### src/rtl/pe_acc.sv
//==============================================================================
// pe_acc : group accumulator that emits one saturated sum per in_last group
// Rev 1.0
//==============================================================================
`default_nettype none

module pe_acc #(
    parameter int W     = 24,
    parameter int ACC_W = 32,
    parameter int OUT_W = 24,
    parameter int CNT_W = 16
) (
    input  logic                    clk,
    input  logic                    rst_n,
    input  logic                    in_valid,
    output logic                    in_ready,
    input  logic signed [W-1:0]     in_data,
    input  logic                    in_last,
    output logic                    out_valid,
    input  logic                    out_ready,
    output logic signed [OUT_W-1:0] out_data,
    output logic                    out_sat,
    output logic [CNT_W-1:0]        out_cnt
);

    typedef enum logic [0:0] {
        ST_ACC  = 1'b0,
        ST_HOLD = 1'b1
    } state_t;

    localparam logic [ACC_W-1:0] ACC_MAX = {1'b0, {(ACC_W-1){1'b1}}};
    localparam logic [ACC_W-1:0] ACC_MIN = {1'b1, {(ACC_W-1){1'b0}}};
    localparam logic [OUT_W-1:0] OUT_MAX = {1'b0, {(OUT_W-1){1'b1}}};
    localparam logic [OUT_W-1:0] OUT_MIN = {1'b1, {(OUT_W-1){1'b0}}};
    localparam logic [CNT_W-1:0] CNT_ONE = {{(CNT_W-1){1'b0}}, 1'b1};

    state_t             state_q, state_d;
    logic [ACC_W-1:0]   acc_q, acc_d;
    logic               first_q, first_d;
    logic               sat_flag_q, sat_flag_d;
    logic [CNT_W-1:0]   cnt_q, cnt_d;
    logic [OUT_W-1:0]   out_data_q, out_data_d;
    logic               out_sat_q, out_sat_d;
    logic [CNT_W-1:0]   out_cnt_q, out_cnt_d;

    logic               beat_fire;
    logic               res_fire;
    logic [ACC_W-1:0]   base;
    logic [ACC_W:0]     sum_wide;
    logic               add_clamp;
    logic [ACC_W-1:0]   acc_new;
    logic [ACC_W-OUT_W:0] acc_top;
    logic               narrow_clamp;
    logic [OUT_W-1:0]   out_new;
    logic [CNT_W-1:0]   cnt_new;

    assign in_ready  = (state_q == ST_ACC) | out_ready;
    assign out_valid = (state_q == ST_HOLD);
    assign out_data  = out_data_q;
    assign out_sat   = out_sat_q;
    assign out_cnt   = out_cnt_q;

    assign beat_fire = in_valid & in_ready;
    assign res_fire  = out_valid & out_ready;

    // One extra bit of headroom makes the overflow test a simple sign-bit compare.
    assign base      = first_q ? '0 : acc_q;
    assign sum_wide  = {base[ACC_W-1], base} + {{(ACC_W+1-W){in_data[W-1]}}, in_data};
    assign add_clamp = sum_wide[ACC_W] ^ sum_wide[ACC_W-1];
    assign acc_new   = add_clamp ? (sum_wide[ACC_W] ? ACC_MIN : ACC_MAX)
                                 : sum_wide[ACC_W-1:0];

    // The value fits OUT_W only if every bit from OUT_W-1 upward matches the sign.
    assign acc_top      = acc_new[ACC_W-1:OUT_W-1];
    assign narrow_clamp = ~((&acc_top) | ~(|acc_top));
    assign out_new      = narrow_clamp ? (acc_new[ACC_W-1] ? OUT_MIN : OUT_MAX)
                                       : acc_new[OUT_W-1:0];

    assign cnt_new = first_q ? CNT_ONE : ((&cnt_q) ? cnt_q : cnt_q + CNT_ONE);

    always_comb begin
        state_d    = state_q;
        acc_d      = acc_q;
        first_d    = first_q;
        sat_flag_d = sat_flag_q;
        cnt_d      = cnt_q;
        out_data_d = out_data_q;
        out_sat_d  = out_sat_q;
        out_cnt_d  = out_cnt_q;

        if (res_fire) begin
            state_d = ST_ACC;
        end

        if (beat_fire) begin
            acc_d      = acc_new;
            cnt_d      = cnt_new;
            first_d    = in_last;
            sat_flag_d = sat_flag_q | add_clamp;
            if (in_last) begin
                out_data_d = out_new;
                out_sat_d  = sat_flag_q | add_clamp | narrow_clamp;
                out_cnt_d  = cnt_new;
                sat_flag_d = 1'b0;
                state_d    = ST_HOLD;
            end
        end
    end

    always_ff @(posedge clk) begin
        if (!rst_n) begin
            state_q    <= ST_ACC;
            acc_q      <= '0;
            first_q    <= 1'b1;
            sat_flag_q <= 1'b0;
            cnt_q      <= '0;
            out_data_q <= '0;
            out_sat_q  <= 1'b0;
            out_cnt_q  <= '0;
        end else begin
            state_q    <= state_d;
            acc_q      <= acc_d;
            first_q    <= first_d;
            sat_flag_q <= sat_flag_d;
            cnt_q      <= cnt_d;
            out_data_q <= out_data_d;
            out_sat_q  <= out_sat_d;
            out_cnt_q  <= out_cnt_d;
        end
    end

endmodule

`default_nettype wire
### config.mk
export PLATFORM = sky130hd
export DESIGN_NAME = pe_acc
export DESIGN_NICKNAME = d
export VERILOG_FILES = /design/src/rtl/pe_acc.sv
export SDC_FILE = /design/constraint.sdc
export NUM_CORES = 1
export LEC_CHECK = 0
export CORE_MARGIN = 2
export CORE_UTILIZATION = 38
export CTS_BUF_LIST = sky130_fd_sc_hd__clkbuf_4 sky130_fd_sc_hd__clkbuf_8
export DETAILED_ROUTE_END_ITERATION = 10
export DONT_BUFFER_PORTS = 1
export GPL_TIMING_DRIVEN = 0
export PLACE_DENSITY = 0.53
export SLEW_MARGIN = 30
export SYNTH_ARGS = -nofsm -noshare
export SYNTH_HDL_FRONTEND = slang
export SYNTH_SLANG_ARGS = --single-unit
### constraint.sdc
create_clock -name clk -period 9.1 [get_ports clk]
set_input_delay 1.365 -clock clk [delete_from_list [all_inputs] [get_ports clk]]
set_output_delay 1.365 -clock clk [all_outputs]
set_load 0.01 [all_outputs]
==> flow_metrics.env, run 1 <==
export IMPL_status="finished, final reports clean"
export IMPL_drcViolationCount=0
export IMPL_max_freq_mhz=150.5
export IMPL_grt_max_degree=16
export IMPL_synth_xor_area_share=0.04560
export IMPL_netlist_instances=803
export IMPL_drive_gt1_frac=0.05739
export IMPL_path_buf_inv=5
export IMPL_finalClockSkew_ns=0.01904
export IMPL_hold_viol=0
export IMPL_die_area_mm2=0.01721
export IMPL_critPathTopFamily="compound AO/OA/AOI/OAI gates"
export IMPL_rsz0062_at_grt="no"
export IMPL_die_h_um=131.2
export IMPL_setup_viol_count_final=0
export IMPL_worst_ep_arrival_time_ns=6.91
export IMPL_yosys_top_cells_area="dfxtp_1 (30%), ha_1 (7.1%), a21oi_1 (6.2%), nand2_1 (5.7%), nor2_1 (5.6%)"
export IMPL_antenna_left=0
export IMPL_netlist_area_leader_share=0.2997
export IMPL_crit_top_cell="clkbuf_1"
export IMPL_slew_headroom=0.4766
export IMPL_slew_violations=0
export IMPL_rows=46
export IMPL_syn_cell_area_mm2=0.006146
export IMPL_numCtsBuffers=9
export IMPL_via_per_inst=5.805
export IMPL_htreeDepth=3
export IMPL_path_max_fanout=10
export IMPL_ir_worst_vdd_mv=0.08634
export IMPL_dpl_instance_area_mm2=0.006416
export IMPL_portBuffers=0
export IMPL_max_cap_viol_count=0
export IMPL_holdBufCountCts=0
export IMPL_hold_path_class="reg -> reg"
export IMPL_antenna_found_initial=0
export IMPL_tns_ns=0
export IMPL_synthSimpleGateAreaFrac=0.2575
export IMPL_power_density_mw_per_mm2=156.7
export IMPL_antennaDiodeCount=0
export IMPL_startpoint_type="flop"
export IMPL_cts_repair_resized=0
export IMPL_synth_avg_cell_area_um2=7.654
export IMPL_seq_area_frac_synth=0.2997
export IMPL_met3WireLength_um=1244
export IMPL_synth_warnings=0
export IMPL_start_util=0.3883
export IMPL_leakage_nw=2.535
export IMPL_grt_pass1_wl_um=31840
export IMPL_clk_pin_slew_worst_paths_ns=0.09
export IMPL_hpwlAfterDp_um=16070
export IMPL_core_region_area_mm2=0.01583
export IMPL_wl_um=20520
export IMPL_worst_ep_required_time_ns=9.36
export IMPL_finalCritPeriodShare=0.7304
export IMPL_tightestPinTransition_ns=0.7790
export IMPL_final_common_cell="nand2_1"
export IMPL_crit_slowest_cell="clkbuf_1"
export IMPL_synth_top_family_by_area="compound AO/OA/AOI/OAI gates"
export IMPL_drtIter0Drc=499
export IMPL_gp_congestion=0.9076
export IMPL_synth_compound_area_frac=0.2669
export IMPL_path_cells="clkbuf_1 > clkbuf_1 > nor2b_1 > ha_1 > clkbuf_1 > a21oi_1 > o21ai_0 > a32oi_1 > nand2b_4 > o31a_2 > o21a_1 > o21ai_0 > o2bb2ai_1 > xnor2_1 > ha_1 > clkbuf_1 > nor2_1 > a221o_1 > a211oi_1 > and4bb_4 > a31oi_4 > buf_6 > a221o_1"
export IMPL_top_layer="met4"
export IMPL_synth_edf_count=0
export IMPL_yosys_area_share_adder=0.07451
export IMPL_drt_pre_antenna_iters=5
export IMPL_clk_path_buf_depth=2
export IMPL_end_kind="flop"
export IMPL_synthArstFlopShare=0
export IMPL_route_met2_wl_um=9119
export IMPL_synth_nets=868
export IMPL_cts_tree="built"
export IMPL_clk_latency_ns=0.38
export IMPL_min_period_ns=6.647
export IMPL_numClockSinks=92
export IMPL_die_w_um=131.2
export IMPL_crit_type="reg -> reg"
export IMPL_cts_root_buf="clkbuf_8"
export IMPL_synth_seq_cells=92
export IMPL_vias=6008
export IMPL_ioPinCount=72
export IMPL_final_cell_area_mm2=0.006621
export IMPL_grt_usage=0.2344
export IMPL_synthMuxAreaShare=0.008143
export IMPL_wl_met1_um=9829
export IMPL_post_cts_buffers=0
export IMPL_ys_types=71
export IMPL_area_growth_pct=7.736
export IMPL_ys_flop_type="dfxtp_1"
export IMPL_grt_pass1_vias=5756
export IMPL_wire_per_inst_um=19.83
export IMPL_mostFrequentLayoutCells="nand2_1 (94), dfxtp_1 (92), nor2_1 (91)"
export IMPL_critPathMaxStageDelay_ns=0.50
export IMPL_grt_overflow=0
export IMPL_final_nets=879
export IMPL_n_fill_cell=1661
export IMPL_yosysTopAreaCell="dfxtp_1"
==> sequential cells by signal (all words and copies together) (netlist names) <==
register	count
cnt_q	16
sat_flag_q	1
out_cnt	16
acc_q	32
first_q	1
out_data	24
out_valid	1
out_sat	1
==> where the power goes <==
part	switching (mW)	total (mW)	internal, mW
sequential	0.0272	0.461	0.434
clock	0.155	0.293	0.139
combinational	0.186	0.283	0.0973
total	0.368	1.04	0.670
==> Yosys cell counts (2+ instances only) <==
library cell	count
a211o_1	4
a211oi_1	8
a21boi_0	2
a21o_1	12
a21oi_1	76
a21oi_2	3
a221o_1	26
a311oi_1	2
a31oi_1	11
and2_1	4
and3_1	6
and3_2	2
buf_1	3
buf_2	7
buf_6	4
clkbuf_1	38
clkbuf_2	2
dfxtp_1	92
ha_1	35
inv_1	13
mux2i_1	5
nand2_1	94
nand2b_1	6
nand3_1	20
nand3b_1	2
nand4_1	12
nor2_1	91
nor2b_1	33
nor3_1	30
nor3b_1	2
nor4_1	2
nor4b_1	4
o2111ai_1	2
o211a_1	7
o211ai_1	10
o21a_1	5
o21ai_0	51
o21ai_1	4
o21bai_1	2
o311ai_0	2
or3_1	8
or4_1	2
xnor2_1	15
xor2_1	17
==> per-layer routing <==
metal,GRT usage,vias to the layer above
li1,-,2930
met2,0.3722,174
met4,0.06099,0
met3,0.03935,23
met1,0.3301,2881
met5,0,-
==> worst paths after layout <==
kind	startpoint	to	slack (ns)	depth (start not counted)
setup / recovery	first_q	out_data[15]	2.45	23
hold / removal	cnt_q[8]	cnt_q[8]	0.48	2
hold reg to reg	cnt_q[8]	cnt_q[8]	0.48	2
setup reg to reg	first_q	out_data[15]	2.45	23
==> cell type report <==
cell class	instances	area, µm²	share of cell area
Buffer	54	244.0	0.03685
Clock buffer	11	145.1	0.02192
Clock inverter	5	60.06	0.009070
Inverter	13	48.80	0.007370
Multi-Input combinational cell	644	4011	0.6058
Sequential cell	92	1842	0.2782
Tap cell	216	270.3	0.04082
==> worst min-delay path, delay by kind of cell, from the launching register on <==
family / cells / cell delay, ns
flops: 1 / 0.33
simple gates: 1 / 0.06
compound gates: 1 / 0.05
==> cell families after synthesis <==
kind of cell,after synthesis
multiplexers,5
adder cells (fa/ha/maj),36
AND/OR/NAND/NOR,327
XOR/XNOR,32
flip-flops,92
buffers and inverters,67
AO/OA/AOI/OAI,244
==> per-stage QoR <==
stage          instances  total power, mW    util  hold WS (ns)  setup WS, ns
2_1_floorplan        803           0.6653       -        0.4318         3.410
3_3_place_gp        1019           0.7469  0.4054        0.4660         2.498
3_5_place_dp        1019           0.7495  0.4054        0.4718         2.518
4_1_cts             1035            1.041  0.4183        0.4823         2.459
5_1_grt             1035            1.088  0.4183        0.5062         2.034
6_report            1035            1.038  0.4183        0.4803         2.453
Note: power is estimated with default switching activity, not from simulation.
==> run 2, diff against run 1 <==
==> constraint.sdc (replaced) <==
create_clock -name clk -period 6.6 [get_ports clk]
set_input_delay 0.99 -clock clk [delete_from_list [all_inputs] [get_ports clk]]
set_output_delay 0.99 -clock clk [all_outputs]
set_load 0.01 [all_outputs]
==> flow_metrics.env, run 2 (same netlist as run 1, synthesis figures left out) <==
export IMPL_portBuffers=0
export IMPL_r2r_cells=23
export IMPL_antennaDiodeCount=0
export IMPL_antenna_found_initial=0
export IMPL_setup_viol_count_final=0
export IMPL_path_buf_inv=5
export IMPL_vias=5991
export IMPL_gp_congestion=0.9076
export IMPL_ir_worst_vdd_mv=0.1166
export IMPL_max_cap_viol_count=0
export IMPL_rsz0062_at_grt="no"
export IMPL_total_power_mw=1.429
export IMPL_hold_path_class="reg -> reg"
export IMPL_max_freq_mhz=165.5
export IMPL_grt_usage=0.2344
export IMPL_crit_start="first_q"
export IMPL_multi_input_area_mm2=0.004011
export IMPL_die_h_um=131.2
export IMPL_worst_ep_arrival_time_ns=6.30
export IMPL_end_kind="flop"
export IMPL_whs_ns=0.4810
export IMPL_wl_um=20460
export IMPL_grt_max_degree=16
export IMPL_drcViolationCount=0
export IMPL_finalCritPeriodShare=0.9154
export IMPL_worst_ep_required_time_ns=6.86
export IMPL_place_ws_ns=0.01840
export IMPL_drtIter0Drc=536
export IMPL_htreeDepth=3
export IMPL_power_density_mw_per_mm2=215.7
export IMPL_hold_path_endpoint="cnt_q[8]"
export IMPL_startpoint_type="flop"
export IMPL_final_cell_area_mm2=0.006628
export IMPL_critPathMaxStageDelay_ns=0.50
export IMPL_hpwlAfterDp_um=16070
export IMPL_path_max_fanout=10
export IMPL_cts_tree="built"
export IMPL_crit_slowest_cell="a211oi_1"
export IMPL_slew_violations=0
export IMPL_die_area_mm2=0.01721
export IMPL_die_w_um=131.2
export IMPL_via_per_inst=5.788
export IMPL_worstReg2RegEnd="out_data[15]"
export IMPL_dpl_instance_area_mm2=0.006416
export IMPL_leakage_nw=2.549
export IMPL_critPathTopFamily="compound AO/OA/AOI/OAI gates"
export IMPL_clk_pin_slew_worst_paths_ns=0.09
export IMPL_final_common_cell="nand2_1"
export IMPL_status="finished, final reports clean"
export IMPL_cts_root_buf="clkbuf_8"
export IMPL_crit_top_cell="clkbuf_2"
export IMPL_min_period_ns=6.042
export IMPL_clk_latency_ns=0.38
export IMPL_tns_ns=0
export IMPL_largest_register_ffs=32
export IMPL_path_cells="clkbuf_2 > clkbuf_2 > nor2b_1 > ha_1 > clkbuf_1 > a21oi_1 > o21ai_0 > a32oi_1 > nand2b_4 > o31a_2 > o21a_1 > o21ai_0 > o2bb2ai_1 > xnor2_1 > ha_1 > clkbuf_2 > nor2_1 > a221o_1 > a211oi_1 > and4bb_4 > a31oi_4 > buf_6 > a221o_1"
export IMPL_postLayoutCoreUtil=0.4187
export IMPL_grt_pass1_vias=5756
export IMPL_area_growth_pct=7.838
export IMPL_ioPinCount=72
export IMPL_hold_viol=0
export IMPL_antenna_left=0
export IMPL_finalClockSkew_ns=0.01815
export IMPL_clk_path_buf_depth=2
export IMPL_n_fill_cell=1664
export IMPL_crit_type="reg -> reg"
export IMPL_grt_pass1_wl_um=31840
export IMPL_hp_start="cnt_q[8]"
export IMPL_final_nets=879
export IMPL_rows=46
export IMPL_numCtsBuffers=9
export IMPL_fin_ws_ns=0.5584
export IMPL_drive_gt1_frac=0.06349
export IMPL_hold_depth=2
export IMPL_core_region_area_mm2=0.01583
export IMPL_drt_pre_antenna_iters=5
export IMPL_wire_per_inst_um=19.77
export IMPL_largest_register="acc_q"
export IMPL_seqCellArea_mm2=0.001842
export IMPL_dp_cells=1019
export IMPL_mostFrequentLayoutCells="nand2_1 (94), dfxtp_1 (92), nor2_1 (91)"
export IMPL_start_util=0.3883
export IMPL_rr_startpoint="first_q"
export IMPL_numClockSinks=92
export IMPL_grt_overflow=0
export IMPL_tightestPinTransition_ns=0.7542
export IMPL_regToRegSetupSlack_ns=0.56
export IMPL_slew_headroom=0.4933
export IMPL_layoutNonFillerInstCount=1035
export IMPL_post_cts_buffers=0
## run 2: changes by cell type in the layout (fill, tap and decap cells not counted)
cell / before / now
clkbuf_1: 38 / 33
clkbuf_2: 2 / 7
## run 2: metal layers
layer	track usage	wire, µm
met1	0.3301	9773
met2	0.3722	9127
met3	0.03935	1263
met4	0.06099	293
met5	0	0
## run 2: power by group
group          total [mW]  leakage (nW)  internal [mW]  switching [mW]
Sequential          0.635         0.752          0.598          0.0375
Clock               0.403         0.103          0.191           0.212
Combinational       0.390          1.69          0.135           0.255
## run 2: cell type report
| class | count | share of cell area |
|---|---|---|
| multi-input combinational | 644 | 0.6052 |
| sequential | 92 | 0.2779 |
| tap | 216 | 0.04078 |
| buffer | 54 | 0.03776 |
| clock buffer | 11 | 0.02190 |
| clock inverter | 5 | 0.009062 |
| inverter | 13 | 0.007363 |
## run 2: worst max path at each step
stage,cells after the start,endpoint
after floorplan,20,out_data[22]
after detailed placement,23,out_data[5]
after global placement,23,out_data[15]
after CTS,22,out_data[15]
after global routing,25,out_data[13]
final,23,out_data[15]
## run 2: repair_timing
action / CTS / global route
hold buffers: 0 / 0
gates resized for setup: 1 / 8
endpoints found under the hold margin: 0 / 0
setup endpoints to repair: 18 / 26
## run 2: worst min-delay path, cell delays in order, from the launching register on
cell and delay (ns):
dfxtp_1 0.33, nand2_1 0.06, a21oi_1 0.05
==> run 3, diff against run 2 <==
--- a/config.mk
+++ b/config.mk
@@ -11,7 +11,7 @@
 export DETAILED_ROUTE_END_ITERATION = 10
 export DONT_BUFFER_PORTS = 1
 export GPL_TIMING_DRIVEN = 0
-export PLACE_DENSITY = 0.53
+export PLACE_DENSITY = 0.49
 export SLEW_MARGIN = 30
 export SYNTH_ARGS = -nofsm -noshare
 export SYNTH_HDL_FRONTEND = slang
==> flow_metrics.env, run 3 (same netlist as run 1, synthesis figures left out) <==
export IMPL_hp_start="acc_q[7]"
export IMPL_clk_latency_ns=0.38
export IMPL_startpoint_type="flop"
export IMPL_crit_start="first_q"
export IMPL_slew_violations=0
export IMPL_postLayoutCoreUtil=0.4229
export IMPL_fin_ws_ns=0.4793
export IMPL_core_region_area_mm2=0.01583
export IMPL_p_int_mw=1.028
export IMPL_mostFrequentLayoutCells="nand2_1 (94), dfxtp_1 (92), nor2_1 (91)"
export IMPL_clk_pin_slew_worst_paths_ns=0.09
export IMPL_portBuffers=0
export IMPL_cts_root_buf="clkbuf_8"
export IMPL_clkPwrFrac=0.330
export IMPL_rows=46
export IMPL_leakage_nw=2.574
export IMPL_largest_register_ffs=32
export IMPL_path_max_fanout=10
export IMPL_drive_gt1_frac=0.06349
export IMPL_hold_path_class="reg -> reg"
export IMPL_ioPinCount=72
export IMPL_finalCritPeriodShare=0.9274
export IMPL_grt_overflow=0
export IMPL_area_growth_pct=8.917
export IMPL_hpwlAfterDp_um=16100
export IMPL_htreeDepth=3
export IMPL_comb_power_share=0.256
export IMPL_power_frac_seq=0.414
export IMPL_numCtsBuffers=9
export IMPL_worst_ep_required_time_ns=6.87
export IMPL_max_freq_mhz=163.4
export IMPL_swShare=0.3306
export IMPL_hold_viol=0
export IMPL_rsz0062_at_grt="no"
export IMPL_crit_type="reg -> reg"
export IMPL_die_h_um=131.2
export IMPL_setup_viol_count_final=0
export IMPL_vias=5949
export IMPL_antenna_found_initial=0
export IMPL_antenna_left=0
export IMPL_antennaDiodeCount=0
export IMPL_tns_ns=0
export IMPL_cts_tree="built"
export IMPL_wire_per_inst_um=19.91
export IMPL_via_per_inst=5.748
export IMPL_drtIter0Drc=336
export IMPL_slew_headroom=0.5514
export IMPL_drt_pre_antenna_iters=4
export IMPL_place_ws_ns=0.03907
export IMPL_rr_startpoint="first_q"
export IMPL_final_common_cell="nand2_1"
export IMPL_drcViolationCount=0
export IMPL_grt_pass1_wl_um=32200
export IMPL_max_cap_viol_count=0
export IMPL_grt_pass1_vias=5729
export IMPL_numClockSinks=92
export IMPL_finalClockSkew_ns=0.01585
export IMPL_power_density_mw_per_mm2=229.5
export IMPL_post_cts_buffers=0
export IMPL_wl_um=20610
export IMPL_tightestPinTransition_ns=0.6678
export IMPL_status="finished, final reports clean"
export IMPL_die_w_um=131.2
export IMPL_clk_path_buf_depth=2
export IMPL_min_period_ns=6.121
export IMPL_grt_usage=0.2377
export IMPL_total_power_mw=1.536
export IMPL_ir_worst_vdd_mv=0.1465
export IMPL_gp_congestion=0.8753
export IMPL_p_sw_uw=507.8
export IMPL_die_area_mm2=0.01721
export IMPL_start_util=0.3883
export IMPL_end_kind="flop"
export IMPL_worst_ep_arrival_time_ns=6.39
export IMPL_grt_max_degree=16
export IMPL_largest_register="acc_q"
export IMPL_final_nets=879
[run 3: power by group through the flow]
stage | Combinational, mW | Clock (mW) | Sequential, mW
global placement | 0.386 | 0 | 0.647
floorplan | 0.281 | 0 | 0.636
global route | 0.436 | 0.540 | 0.641
detailed placement | 0.390 | 0 | 0.648
CTS | 0.393 | 0.514 | 0.636
finish | 0.393 | 0.507 | 0.636
[run 3: repair_timing]
action / CTS / global route
setup endpoints to repair: 2 / 25
resized for setup: 1 / 7
hold buffers: 0 / 0
[run 3: final timing paths]
kind / cells past startpoint / slack (ns) / to
max: 24 / 0.48 / out_data[4]
min: 2 / 0.47 / acc_q[7]
max reg2reg: 24 / 0.48 / out_data[4]
min reg2reg: 2 / 0.47 / acc_q[7]
[run 3: metal layers]
layer,share of wire,GRT usage
met4,0.014,0.05254
met2,0.45,0.3810
met3,0.071,0.06211
met1,0.46,0.3217
met5,0,0
[run 3: final cells by class]
cell class,count,area (µm²)
fill,1671,9134
multi-input combinational,644,4016
sequential,92,1842
tap,216,270.3
buffer,54,249.0
clock inverter,6,136.4
clock buffer,10,131.4
inverter,13,48.80
[run 3: critical path, stage by stage, from the launching register on]
cell and delay [ns]:
dfxtp_1 0.36, clkbuf_2 0.29, clkbuf_2 0.32, nor2b_1 0.08, ha_1 0.27, clkbuf_1 0.19, a21oi_1 0.21, o21ai_0 0.19
a32oi_1 0.44, nand2b_4 0.12, o31a_2 0.32, o21a_1 0.16, o21ai_0 0.13, o2bb2ai_1 0.20, xnor2_1 0.12, ha_1 0.35
clkbuf_1 0.38, nor2_1 0.08, a221o_1 0.37, a211oi_2 0.29, o21ai_1 0.10, and4bb_4 0.38, a31oi_4 0.16, buf_6 0.20
a221o_1 0.27
[run 3: per-stage QoR]
| step | hold slack [ns] | cells | area [µm²] |
|---|---|---|---|
| floorplan | 0.4318 | 803 | 6146 |
| global placement | 0.4520 | 1019 | 6416 |
| detailed placement | 0.4568 | 1019 | 6416 |
| CTS | 0.4723 | 1035 | 6685 |
| global route | 0.4985 | 1035 | 6694 |
| finish | 0.4698 | 1035 | 6694 |
